==> src/rtl/cost_pkg.sv <==
// Shared constants and types for the training cost datapath
// (cost_calculator and batch_cost_accumulator).
package cost_pkg;

  localparam int COST_WIDTH = 8;
  localparam int NUM_DIGITS = 10;

  typedef enum logic {
    ACCUM  = 1'b0,
    REPORT = 1'b1
  } acc_state_t;

endpackage

==> src/rtl/batch_cost_accumulator_if.sv <==
// Cost-in / batch-result bundle between cost_calculator, the accumulator
// and the training controller.
interface batch_cost_accumulator_if #(
  parameter int BATCH_SIZE = 16
);
  import cost_pkg::*;

  localparam int CNT_W = $clog2(BATCH_SIZE);

  logic                  cost_valid;
  logic [COST_WIDTH-1:0] cost_in;
  logic [COST_WIDTH-1:0] threshold;
  logic                  batch_ack;
  logic                  batch_ready;
  logic [COST_WIDTH-1:0] avg_cost;
  logic [COST_WIDTH-1:0] max_cost;
  logic                  converged;
  logic                  overrun;
  logic [CNT_W-1:0]      sample_count;

  modport master (
    output cost_valid, cost_in, threshold, batch_ack,
    input  batch_ready, avg_cost, max_cost, converged, overrun, sample_count
  );

  modport slave (
    input  cost_valid, cost_in, threshold, batch_ack,
    output batch_ready, avg_cost, max_cost, converged, overrun, sample_count
  );

endinterface

==> src/rtl/rise_detect.sv <==
// Rising-edge detector for *_complete strobes: a held level yields one pulse.
module rise_detect (
  input  logic clk,
  input  logic n_rst,
  input  logic clear,
  input  logic in,
  output logic pulse
);

  logic in_q;
  logic in_d;

  always_comb begin
    in_d = in;
  end

  always_ff @(posedge clk) begin
    if (!n_rst || clear) begin
      in_q <= 1'b0;
    end else begin
      in_q <= in_d;
    end
  end

  assign pulse = in & ~in_q;

endmodule

==> src/rtl/batch_cost_accumulator.sv <==
// Accumulates BATCH_SIZE per-image costs and reports truncated average,
// maximum and convergence, held until the controller acknowledges.
module batch_cost_accumulator #(
  parameter int BATCH_SIZE = 16
) (
  input  logic                      clk,
  input  logic                      n_rst,
  input  logic                      clear,
  batch_cost_accumulator_if.slave   bus
);
  import cost_pkg::*;

  localparam int LOG2_BS = $clog2(BATCH_SIZE);
  localparam int CNT_W   = LOG2_BS;
  localparam int ACC_W   = COST_WIDTH + LOG2_BS;

  function automatic logic [COST_WIDTH-1:0] cost_max(
    input logic [COST_WIDTH-1:0] a,
    input logic [COST_WIDTH-1:0] b
  );
    return (a > b) ? a : b;
  endfunction

  logic accept;

  rise_detect u_rise (
    .clk   (clk),
    .n_rst (n_rst),
    .clear (clear),
    .in    (bus.cost_valid),
    .pulse (accept)
  );

  acc_state_t            state_q,     state_d;
  logic [ACC_W-1:0]      acc_q,       acc_d;
  logic [COST_WIDTH-1:0] max_run_q,   max_run_d;
  logic [CNT_W-1:0]      count_q,     count_d;
  logic [COST_WIDTH-1:0] avg_q,       avg_d;
  logic [COST_WIDTH-1:0] max_cost_q,  max_cost_d;
  logic                  converged_q, converged_d;
  logic                  overrun_q,   overrun_d;

  logic [ACC_W-1:0]      sum;
  logic [COST_WIDTH-1:0] new_max;
  logic [COST_WIDTH-1:0] new_avg;
  logic                  take;

  always_comb begin
    state_d     = state_q;
    acc_d       = acc_q;
    max_run_d   = max_run_q;
    count_d     = count_q;
    avg_d       = avg_q;
    max_cost_d  = max_cost_q;
    converged_d = converged_q;
    overrun_d   = overrun_q;
    take        = 1'b0;

    sum     = acc_q + ACC_W'(bus.cost_in);
    new_max = cost_max(max_run_q, bus.cost_in);
    new_avg = sum[ACC_W-1:LOG2_BS];

    // An ack frees the result slot in the same cycle, so a coincident edge starts the next batch.
    if (state_q == REPORT) begin
      if (bus.batch_ack) begin
        state_d   = ACCUM;
        overrun_d = 1'b0;
        take      = accept;
      end else if (accept) begin
        overrun_d = 1'b1;
      end
    end else begin
      take = accept;
    end

    if (take) begin
      if (count_q == CNT_W'(BATCH_SIZE - 1)) begin
        avg_d       = new_avg;
        max_cost_d  = new_max;
        converged_d = (new_avg <= bus.threshold);
        acc_d       = '0;
        max_run_d   = '0;
        count_d     = '0;
        state_d     = REPORT;
      end else begin
        acc_d     = sum;
        max_run_d = new_max;
        count_d   = count_q + 1'b1;
      end
    end
  end

  always_ff @(posedge clk) begin
    if (!n_rst || clear) begin
      state_q     <= ACCUM;
      acc_q       <= '0;
      max_run_q   <= '0;
      count_q     <= '0;
      avg_q       <= '0;
      max_cost_q  <= '0;
      converged_q <= 1'b0;
      overrun_q   <= 1'b0;
    end else begin
      state_q     <= state_d;
      acc_q       <= acc_d;
      max_run_q   <= max_run_d;
      count_q     <= count_d;
      avg_q       <= avg_d;
      max_cost_q  <= max_cost_d;
      converged_q <= converged_d;
      overrun_q   <= overrun_d;
    end
  end

  assign bus.batch_ready  = (state_q == REPORT);
  assign bus.avg_cost     = avg_q;
  assign bus.max_cost     = max_cost_q;
  assign bus.converged    = converged_q;
  assign bus.overrun      = overrun_q;
  assign bus.sample_count = count_q;

endmodule

==> src/flat_wrapper.sv <==
// flat-port wrapper written by rule: the top's interface ports become plain ports
module batch_cost_accumulator_flat import cost_pkg::*;
#(
  parameter int BATCH_SIZE = 16
)
  (clk, n_rst, clear, bus_cost_valid, bus_cost_in, bus_threshold, bus_batch_ack, bus_batch_ready, bus_avg_cost, bus_max_cost, bus_converged, bus_overrun, bus_sample_count);
  batch_cost_accumulator_if #(.BATCH_SIZE(BATCH_SIZE)) bus_i ();
  input  logic clk;
  input  logic n_rst;
  input  logic clear;
  input wire logic [$bits(bus_i.cost_valid)-1:0] bus_cost_valid;
  input wire logic [$bits(bus_i.cost_in)-1:0] bus_cost_in;
  input wire logic [$bits(bus_i.threshold)-1:0] bus_threshold;
  input wire logic [$bits(bus_i.batch_ack)-1:0] bus_batch_ack;
  output wire logic [$bits(bus_i.batch_ready)-1:0] bus_batch_ready;
  output wire logic [$bits(bus_i.avg_cost)-1:0] bus_avg_cost;
  output wire logic [$bits(bus_i.max_cost)-1:0] bus_max_cost;
  output wire logic [$bits(bus_i.converged)-1:0] bus_converged;
  output wire logic [$bits(bus_i.overrun)-1:0] bus_overrun;
  output wire logic [$bits(bus_i.sample_count)-1:0] bus_sample_count;
  assign bus_i.cost_valid = bus_cost_valid;
  assign bus_i.cost_in = bus_cost_in;
  assign bus_i.threshold = bus_threshold;
  assign bus_i.batch_ack = bus_batch_ack;
  assign bus_batch_ready = bus_i.batch_ready;
  assign bus_avg_cost = bus_i.avg_cost;
  assign bus_max_cost = bus_i.max_cost;
  assign bus_converged = bus_i.converged;
  assign bus_overrun = bus_i.overrun;
  assign bus_sample_count = bus_i.sample_count;
  batch_cost_accumulator #(.BATCH_SIZE(BATCH_SIZE)) u_core (.clk(clk), .n_rst(n_rst), .clear(clear), .bus(bus_i));
endmodule
==> config.mk <==
export PLATFORM = sky130hd
export DESIGN_NAME = batch_cost_accumulator_flat
export DESIGN_NICKNAME = d
export VERILOG_FILES = /design/src/rtl/cost_pkg.sv /design/src/rtl/batch_cost_accumulator_if.sv /design/src/rtl/rise_detect.sv /design/src/rtl/batch_cost_accumulator.sv /design/src/flat_wrapper.sv
export SDC_FILE = /design/constraint.sdc
export NUM_CORES = 1
export LEC_CHECK = 0
export BUFFER_PORTS_ARGS = -buffer_cell sky130_fd_sc_hd__buf_2
export CELL_PAD_IN_SITES_DETAIL_PLACEMENT = 0
export CELL_PAD_IN_SITES_GLOBAL_PLACEMENT = 1
export CORE_MARGIN = 10
export CORE_UTILIZATION = 38
export DETAILED_ROUTE_END_ITERATION = 6
export GPL_ROUTABILITY_DRIVEN = 0
export HOLD_SLACK_MARGIN = 0.12
export PLACE_DENSITY = 0.8
export SYNTH_ARGS = -nofsm -noshare
export SYNTH_HDL_FRONTEND = slang
export SYNTH_SLANG_ARGS = --single-unit
==> constraint.sdc <==
create_clock -name clk -period 2.7 [get_ports clk]
set_input_delay 0.54 -clock clk [delete_from_list [all_inputs] [get_ports clk]]
set_output_delay 0.54 -clock clk [all_outputs]
set_load 0.1 [all_outputs]
Yosys cells after proc, flatten, opt, wreduce, memory -nomap -nowiden
Index checks and enable logic that the tools add are counted.

storage, ports and cells
  bits in registers = 44

cells by class
  reductions and logical operators = 5
  equal/unequal tests = 1
  bitwise operators = 2
  multiplexer cells = 12
  add/subtract/negate cells = 2
  magnitude comparators = 2

operators with widths
  kind                                         count
  two-way mux 8 bit                            2
  adder 12 x 8 -> 12 bit                       1
  two-way mux 12 bit                           1
  > comparator 8 bit                           1
  <= comparator 8 bit                          1
  two-way mux 1 bit                            8
  adder 4 x 1 -> 4 bit, second input constant  1
  equality test 4 bit, second input constant   1
  two-way mux 4 bit                            1
  AND reduction 2 bit                          2
  nonzero test 2 bit                           1
  bitwise AND 1 bit                            1
  zero test 1 bit                              1
  logical OR 1 bit                             1
  inverter 1 bit                               1

Longest topological paths before layout
Gate-level depths: netlist of run 1.

  depth after elaboration = 5
  gate-level depth with buffers = 13

Cells and area by module
Synthesis of run 1 repeated with hierarchy kept, for this count alone.

second synthesis, totals
  cells, all modules = 322
  area total of the unflattened synthesis = 2773.9 um2

modules (own cells, without submodules)
  module                  area each (um2)  cells an instance  instances
  batch_cost_accumulator  2738.9           319                1
  rise_detect             35.0             3                  1

Least setup slack after synthesis of run 1
No wires, ideal clock.

  kind = in2reg
  start point = in bus_cost_in[0]
  end point = reg u_core.converged_q, in the netlist u_core.bus.converged
  data required time = 2.572 ns
  stages on the path = 12
  path buffers = 0
  arrival time = 2.671 ns
  slack = -0.099 ns
  path through = ha_1 inv_1 fa_1 nor2b_4 o31a_1 or3_1 and2_4 ha_1 o21a_1 o21ai_0 a2111oi_0 nor2_1

between the ends
  longest elaborated chain between the ends = 2

ends and longest elaborated chain
  item                     line                           text
  from (decl)              flat_wrapper.sv:12             input wire logic [$bits(bus_i.cost_in)-1:0] bus_cost_in;
  adder 12 x 8 -> 12 bit   batch_cost_accumulator.sv:59   sum = acc_q + ACC_W'(bus.cost_in);
  named net u_core.sum[6]  batch_cost_accumulator.sv:43   logic [ACC_W-1:0] sum;
  <= comparator 8 bit      batch_cost_accumulator.sv:80   converged_d = (new_avg <= bus.threshold);
  to (signal assigned)     batch_cost_accumulator.sv:110  converged_q <= converged_d;
  to (decl)                batch_cost_accumulator.sv:40   logic converged_q, converged_d;

The timed path passes the listed nets, and every way through them passes these cells.
A chain may end at the register's enable or synchronous reset.

Worst setup path after layout of run 1
  start point = in bus_cost_in[6]
  end point = reg u_core.converged_q, in the netlist u_core.bus.converged

The elaborated chain is that of the path after synthesis.

==> results of run 1 <==
[final cells by class]
cell class                 instances  area, um^2
timing repair buffer              90         581
clock buffer                       8        90.1
inverter                          19        71.3
sequential                        44         882
fill                             671        3340
multi-input combinational        234        1790
tap                               96         120
[cells in the mapped netlist, drive strengths merged, types with 4 or more instances]
| master | number |
|---|---|
| dfxtp | 44 |
| ha | 25 |
| o21ai | 22 |
| nor2 | 21 |
| nand2 | 20 |
| a21oi | 19 |
| inv | 19 |
| nor3 | 19 |
| a2111oi | 17 |
| a32o | 8 |
| o21a | 8 |
| buf | 7 |
| nand3 | 6 |
| nor2b | 6 |
| or3 | 6 |
| a211oi | 5 |
| a21o | 4 |
| a22o | 4 |
| and3 | 4 |
| xnor2 | 4 |
| xor2 | 4 |
[routing by layer]
layer | track usage (%) | up-vias | wire [um]
met4 | 5.07 | 0 | 145
met1 | 17.1 | 1236 | 3530
met5 | 0 | - | 0
met2 | 22.1 | 42 | 3700
li1 | - | 1332 | -
met3 | 3.04 | 11 | 347
[metrics by stage]
stage                     instance area (um^2)  utilization (%)
after global placement                    3350             48.8
after CTS                                 3480             50.7
after detailed placement                  3350             48.8
after global routing                      3530             51.4
after floorplan                           2750                -
final                                     3530             51.4
[registers in the layout, summed over array words and instances (netlist names), 4 cells and up]
signal                   cells
u_core.acc_q                12
u_core.bus.avg_cost          8
u_core.bus.max_cost          8
u_core.max_run_q             8
u_core.bus.sample_count      4
[worst max path at each step]
stage | cells past startpoint | slack (ns) | start | endpoint
after detailed placement | 13 | -0.35 | bus_cost_in[0] | u_core.bus.converged
final | 12 | 0.12 | bus_cost_in[6] | u_core.bus.converged
after floorplan | 12 | -0.007 | bus_cost_in[0] | u_core.bus.converged
after CTS | 12 | 0.002 | u_core.acc_q[0] | u_core.bus.converged
after global placement | 13 | -0.27 | bus_cost_in[0] | u_core.bus.converged
after global routing | 14 | -0.002 | bus_cost_in[0] | u_core.bus.converged
[report_power, final]
part / total [mW] / internal (mW) / switching [mW] / leakage [nW]
registers: 0.668 / 0.659 / 0.00849 / 0.356
logic: 0.272 / 0.127 / 0.145 / 1.19
clock network: 0.447 / 0.209 / 0.237 / 0.0455
total: 1.39 / 0.995 / 0.391 / 1.59
[cell families after synthesis]
kind of cell,count (synthesis)
AOI/OAI and AO/OA,102
and+or+nand+nor,98
DFF,44
buffers and inverters,29
adders and majority gates,26
xor gates and xnor gates,8
[worst max-delay path, delay by kind of cell]
family                     cells  cell delay [ns]
adders and majority gates      2             0.65
AOI/OAI and AO/OA              4             0.54
xor gates and xnor gates       1             0.27
and+or+nand+nor                3             0.47
buffers and inverters          2             0.29
[cells in the final DEF, fill, tap and decap left out, types with 5 or more instances in the layout]
| cell | instances |
|---|---|
| nor3_1 | 14 |
| or3_1 | 5 |
| a21oi_1 | 16 |
| nor2_1 | 20 |
| nand2_1 | 18 |
| ha_1 | 22 |
| nor2b_1 | 5 |
| buf_2 | 43 |
| buf_4 | 46 |
| clkbuf_8 | 6 |
| o21a_1 | 7 |
| a2111oi_0 | 16 |
| nand3_1 | 6 |
| inv_1 | 18 |
| dfxtp_1 | 43 |
| a32o_1 | 8 |
| o21ai_0 | 20 |
[what timing repair did]
action	in CTS	in global routing
gates cloned	0	0
pin swaps	3	5
endpoints found under the setup margin	1	1
buffers inserted	5	2
gates resized for setup	0	9
==> out/results.ini, run 1 <==
[outcome]
status=complete, no violations

[synth]
synthAdderAreaFrac_pct=12.3
synth_area_leaders=dfxtp_1 32%, ha_1 12%, a2111oi_0 5.5%, o21ai_0 3.7%, a21oi_1 3.3%
synth_mux_area_share_pct=0
yosysUniqueCellTypes=54
syn_area_um2=2710
async_flop_share_pct=0
syn_nets=354
synth_top_family_by_area=compound AO/OA/AOI/OAI gates
synth_top_area_share_pct=32.5
synth_xor_area_share_pct=2.58
synth_edf_count=0
synth_top_area_cell=dfxtp_1
synth_seq_area_share_pct=32.5
synth_ff_type=dfxtp_1
synth_warnings=0
avgSynthCellArea_um2=8.84
synth-compound-area-share_pct=27.8
ys_ff_latch=44
syn_inst=307
synth-simple-area-share_pct=20.5

[sta]
period_share_pct=95.4
max_slew.worst_pin.slew_ns=0.574
hold_viol=0
setup_violations=0
hold_slack_ns=0.436
drv_slew=0
tns_ns=0
setup_ws_ns=0.123
slew_headroom_pct=61.6
fmax_mhz=388
fin_skew_ns=0.00786
min_period_ns=2.58

[clocking]
insertion_delay_ns=0.31
cts_buffers=5
clk_path_buf_depth=2
cts-root-buf=clkbuf_8
htree_levels=2
cts_hold_buf=0
clkTransAtPathRegs_ns=0.08
cts_tree=built
cts_sinks=44

[floorplan]
initial_core_util_pct=39.5
coreArea_um2=6870
num_rows=30
dieArea_um2=10900
die_y_um=104
ios=44
dieWidth_um=104

[placement]
io_buffers=43
dp.cells=476
place_ws_ns=-0.353
dp_hpwl_um=5740

[setup_path]
crit_chain=buf_2 > ha_1 > or2_2 > a21oi_2 > a21oi_2 > xor2_1 > ha_1 > nand4_1 > o21ai_1 > buf_4 > o221ai_1 > nor2_1
end_kind=flop
worstSetupPathType=in -> reg
critPathArrivalTime_ns=2.78
cp_slowest_stage_delay_ns=0.35
reg2reg_from=u_core.acc_q[0]
crit_fanout=5
cp_slowest_cell=ha_1
regToRegSetupSlack_ns=0.13
required_ns=2.90
worstReg2RegEnd=u_core.bus.converged
r2r_cells=13
start_kind=primary input

[routing]
vias=2621
wl_per_cell_um=15.7
remaining_drc_errors=0
routed_via_density=5.34
wirelength_um=7720
ant_nets=0
first_pass_iters=4
drtIter0Drc=112

[power_and_ir_drop]
total_power_mw=1.39
ir_drop_v=0.000206
p_per_area_nw_per_um2=392
p_leak_nw=1.59

[flow_run]
max-cap-violations=0

[global_route]
grt_max_degree=26
grt_pass1_wl_um=12500
grt_use_total_pct=13.6
grt_pass1_vias=2516
grt_overflow=0
antenna_found_initial=0

[hold_path]
hold_depth=2
hold_end=u_core.bus.overrun
hp-class=in -> reg
min-delay-start=bus_batch_ack

[cells_and_area]
n_antenna_cell=0
stdcell_count=491
drive_above_1_share_pct=32.7
final_nets=441
synthToLayoutAreaGrowth_pct=30.2

Power figures use the tool's default switching activity.
==> run 2, diff against run 1 <==
PLACE_DENSITY = 0.84   (was 0.8)
==> out/results.ini, run 2 (synthesis gave the netlist of run 1 again) <==
[setup_path]
worstReg2RegEnd=u_core.bus.converged
cp_slowest_stage_delay_ns=0.36
path_buf_inv=2
crit_top_cell=ha_1
worstSetupPathType=in -> reg
critPathArrivalTime_ns=2.85
crit_family=adder cells
crit_fanout=6
cp_slowest_cell=ha_1
crit_chain=buf_2 > ha_1 > a21o_1 > nor3_1 > a21oi_1 > xor2_1 > ha_1 > nand4_1 > o21ai_2 > buf_4 > o221ai_1 > nor2_1
start_kind=primary input
reg2reg_from=u_core.acc_q[0]
required_ns=2.93
worst-path-stages=12
end_kind=flop
r2r_cells=13
regToRegSetupSlack_ns=0.13

[sta]
drv_slew=0
fmax_mhz=381
min_period_ns=2.62
fin_skew_ns=0.00698
rsz0062_at_grt=true
slew_headroom_pct=62.5
hold_slack_ns=0.453
setup_ws_ns=0.0768
period_share_pct=97.2
max_slew.worst_pin.slew_ns=0.561
setup_violations=0
hold_viol=0

[floorplan]
num_rows=30
ios=44
dieArea_um2=10900
coreArea_um2=6870
dieWidth_um=104
die_y_um=104
initial_core_util_pct=39.5

[placement]
place_ws_ns=-0.347
io_buffers=43
dp_hpwl_um=5620

[clocking]
clk_path_buf_depth=2
cts_sinks=44
htree_levels=2
insertion_delay_ns=0.29
cts_buffers=5
cts_tree=built
cts-root-buf=clkbuf_8
clkTransAtPathRegs_ns=0.08

[power_and_ir_drop]
p_comb_share_pct=20.1
p_clk_share_pct=29.6
seqPwrFrac_pct=50.3
p_switching_uw=366
ir_drop_v=0.000183
internal-power_uw=960
p_sw_share_pct=27.6
p_leak_nw=1.57
p_per_area_nw_per_um2=380

[routing]
wirelength_um=7290
wl_per_cell_um=15.0
vias=2586
routed_via_density=5.31
ant_nets=0
remaining_drc_errors=0
first_pass_iters=4
drtIter0Drc=108

[cells_and_area]
final_nets=438
largest_reg_flops=12
synthToLayoutAreaGrowth_pct=28.5
final_common_cell=buf_4
layout_common_cells=45 x buf_4, 43 x dfxtp_1, 42 x buf_2
n_antenna_cell=0
regMostFlops=u_core.acc_q
fill_cells=669
fin_util_pct=50.7
drive_above_1_share_pct=32.0

[global_route]
grt_pass1_wl_um=12200
grt_max_degree=26
grt_overflow=0
antenna_found_initial=0
grt_pass1_vias=2573
grt_use_total_pct=13.1

[hold_path]
hp-class=in -> reg
min-delay-start=bus_batch_ack
hold_end=u_core.bus.overrun
hold_depth=2

[outcome]
status=complete, no violations

[flow_run]
max-cap-violations=0

## run 2: stage by stage
stage | power (mW) | instance area (um^2) | std cells | TNS, ns
global placement | 0.937 | 3350 | 477 | -0.286
detailed placement | 0.941 | 3350 | 477 | -0.347
floorplan | 0.839 | 2750 | 307 | -0.00650
finish | 1.33 | 3490 | 487 | 0
CTS | 1.34 | 3440 | 485 | 0
global route | 1.40 | 3490 | 487 | -0.0368
## run 2: per-layer routing
metal  vias up  GRT usage (%)  share of wire, %
li1       1321              -                 -
met1      1213           16.3                46
met2        48           22.1                48
met3         4           3.47               4.9
met4         0           2.68              0.55
met5         -              0                 0
## run 2: area by class of cell
class	instances	area, um^2	share of cell area, %
timing repair buffer	87	548	15.7
clock buffer	6	72.6	2.08
tap	96	120	3.45
inverter	19	71.3	2.05
multi-input combinational	234	1790	51.3
sequential	44	882	25.3
clock inverter	1	5.00	0.144
## run 2: repair_timing
| item | CTS | global route |
|---|---|---|
| hold buffers | 0 | 0 |
| gates resized for setup | 1 | 9 |
| buffers inserted | 1 | 2 |
| pin swaps | 3 | 11 |
| setup endpoints to repair | 1 | 1 |
## run 2: power by group through the flow
stage | registers, mW | clock network, mW | logic (mW)
after CTS | 0.667 | 0.406 | 0.263
final | 0.667 | 0.393 | 0.266
after floorplan | 0.687 | 0 | 0.152
after detailed placement | 0.682 | 0 | 0.259
after global placement | 0.682 | 0 | 0.254
after global routing | 0.669 | 0.435 | 0.296
## run 2: how the worst max path moves through the flow
stage	startpoint	end	slack, ns
floorplan	bus_cost_in[0]	u_core.bus.converged	-0.007
global placement	bus_cost_in[6]	u_core.bus.converged	-0.29
detailed placement	bus_cost_in[0]	u_core.bus.converged	-0.35
CTS	bus_cost_in[0]	u_core.bus.converged	0.001
global route	bus_cost_in[6]	u_core.bus.converged	-0.04
finish	bus_cost_in[5]	u_core.bus.converged	0.08
## run 2: worst reg2reg max path: cells and delay by family (launching register included)
family	cells	cell delay (ns)
buffers and inverters	2	0.18
DFF	1	0.34
adders and majority gates	3	0.65
and+or+nand+nor	5	0.80
AOI/OAI and AO/OA	3	0.55
==> run 3, diff against run 2 <==
REMOVE_ABC_BUFFERS = 1   (was unset)
==> out/results.ini, run 3 (synthesis gave the netlist of run 1 again) <==
[outcome]
status=finished with violations
violations=setup timing

[clocking]
cts_tree=built
htree_levels=2
insertion_delay_ns=0.30
clkTransAtPathRegs_ns=0.08
cts-root-buf=clkbuf_8
cts_buffers=5
cts_hold_buf=0
cts_sinks=44
clk_path_buf_depth=2

[cells_and_area]
drive_above_1_share_pct=32.6
layout_common_cells=43 x buf_2, 43 x buf_4, 43 x dfxtp_1
final_area_um2=3510
final_nets=437
synthToLayoutAreaGrowth_pct=29.3
largest_reg_flops=12
n_antenna_cell=0
fill_cells=676
fin_util_pct=51.1
regMostFlops=u_core.acc_q

[floorplan]
dieWidth_um=104
initial_core_util_pct=39.5
dieArea_um2=10900
ios=44
num_rows=30
die_y_um=104
coreArea_um2=6870

[placement]
placed_cell_area_um2=3290
io_buffers=43
dp_hpwl_um=5580

[setup_path]
crit_top_cell=ha_4
start_kind=primary input
worstSetupPathType=in -> reg
crit_chain=buf_2 > ha_4 > inv_2 > fa_2 > nor2b_4 > o31a_1 > or3_4 > and2_4 > ha_4 > o21a_1 > o21ai_1 > a2111oi_4 > nor2_1
cp_slowest_stage_delay_ns=0.38
crit_fanout=3
cp_slowest_cell=or3_4
critPathArrivalTime_ns=2.89
end_kind=flop
required_ns=2.89

[sta]
fmax_mhz=370
period_share_pct=100
max_slew.worst_pin.slew_ns=0.576
setup_ws_ns=-0.00629
rsz0062_at_grt=true
hold_viol=0
slew_headroom_pct=61.5
min_period_ns=2.71
setup_violations=1
fin_skew_ns=0.00240
drv_slew=0

[power_and_ir_drop]
ir_drop_v=0.000234
total_power_mw=1.39
p_leak_nw=1.57
p_per_area_nw_per_um2=397

[routing]
first_pass_iters=4
drtIter0Drc=128
wirelength_um=7480
ant_nets=0
wl_per_cell_um=15.4
routed_via_density=5.44
remaining_drc_errors=0
vias=2644

[global_route]
grt_use_total_pct=13.0
grt_max_degree=20
antenna_found_initial=0
grt_pass1_vias=2586
grt_overflow=0
grt_pass1_wl_um=12200

[flow_run]
max-cap-violations=0

[hold_path]
hp-class=in -> reg

-- run 3: metrics by stage --
| step | hold slack, ns | setup slack [ns] | TNS [ns] | instances |
|---|---|---|---|---|
| floorplan | 0.436 | -0.0990 | -0.0990 | 297 |
| detailed placement | 0.452 | -0.409 | -0.409 | 475 |
| global placement | 0.447 | -0.329 | -0.329 | 475 |
| global route | 0.442 | -0.0942 | -0.0942 | 486 |
| finish | 0.439 | -0.00629 | -0.00629 | 486 |
| CTS | 0.432 | 0.0115 | 0 | 485 |
-- run 3: area by class of cell --
| class | count | area (um^2) | area share, % |
|---|---|---|---|
| clock buffer | 7 | 96.3 | 2.75 |
| inverter | 19 | 71.3 | 2.03 |
| multi-input combinational | 234 | 1800 | 51.3 |
| sequential | 44 | 882 | 25.2 |
| tap | 96 | 120 | 3.42 |
| timing repair buffer | 86 | 538 | 15.3 |
-- run 3: routing by layer --
metal | GRT usage (%) | vias to the layer above | share of wire [%]
li1 | - | 1329 | -
met1 | 15.8 | 1254 | 45
met2 | 22.1 | 55 | 48
met3 | 4.03 | 6 | 6.0
met4 | 2.39 | 0 | 0.58
met5 | 0 | - | 0
-- run 3: power breakdown --
group	switching, mW	internal (mW)
sequential	0.00782	0.659
clock	0.225	0.228
combinational	0.148	0.124
-- run 3: path summary, 6_finish.rpt --
path	start	endpoint	slack [ns]	cells past startpoint
worst max-delay path	bus_cost_in[0]	u_core.bus.converged	-0.006	13
worst min-delay path	bus_batch_ack	u_core.bus.overrun	0.44	2
worst max register to register	u_core.acc_q[0]	u_core.bus.converged	0.03	12
worst min register to register	u_core.acc_q[2]	u_core.acc_q[2]	0.46	2
-- run 3: repair_timing --
action | 4_1_cts | 5_1_grt
setup endpoints to repair | 1 | 1
resized for setup | 3 | 16
pin swaps | 2 | 8
setup buffers | 3 | 1
-- run 3: critical path: cells and delay by family --
kind	cells	cell delay [ns]
AO/OA/AOI/OAI	4	0.85
adder cells (fa/ha/maj)	3	0.65
buffers and inverters	2	0.17
AND/OR/NAND/NOR	4	0.69
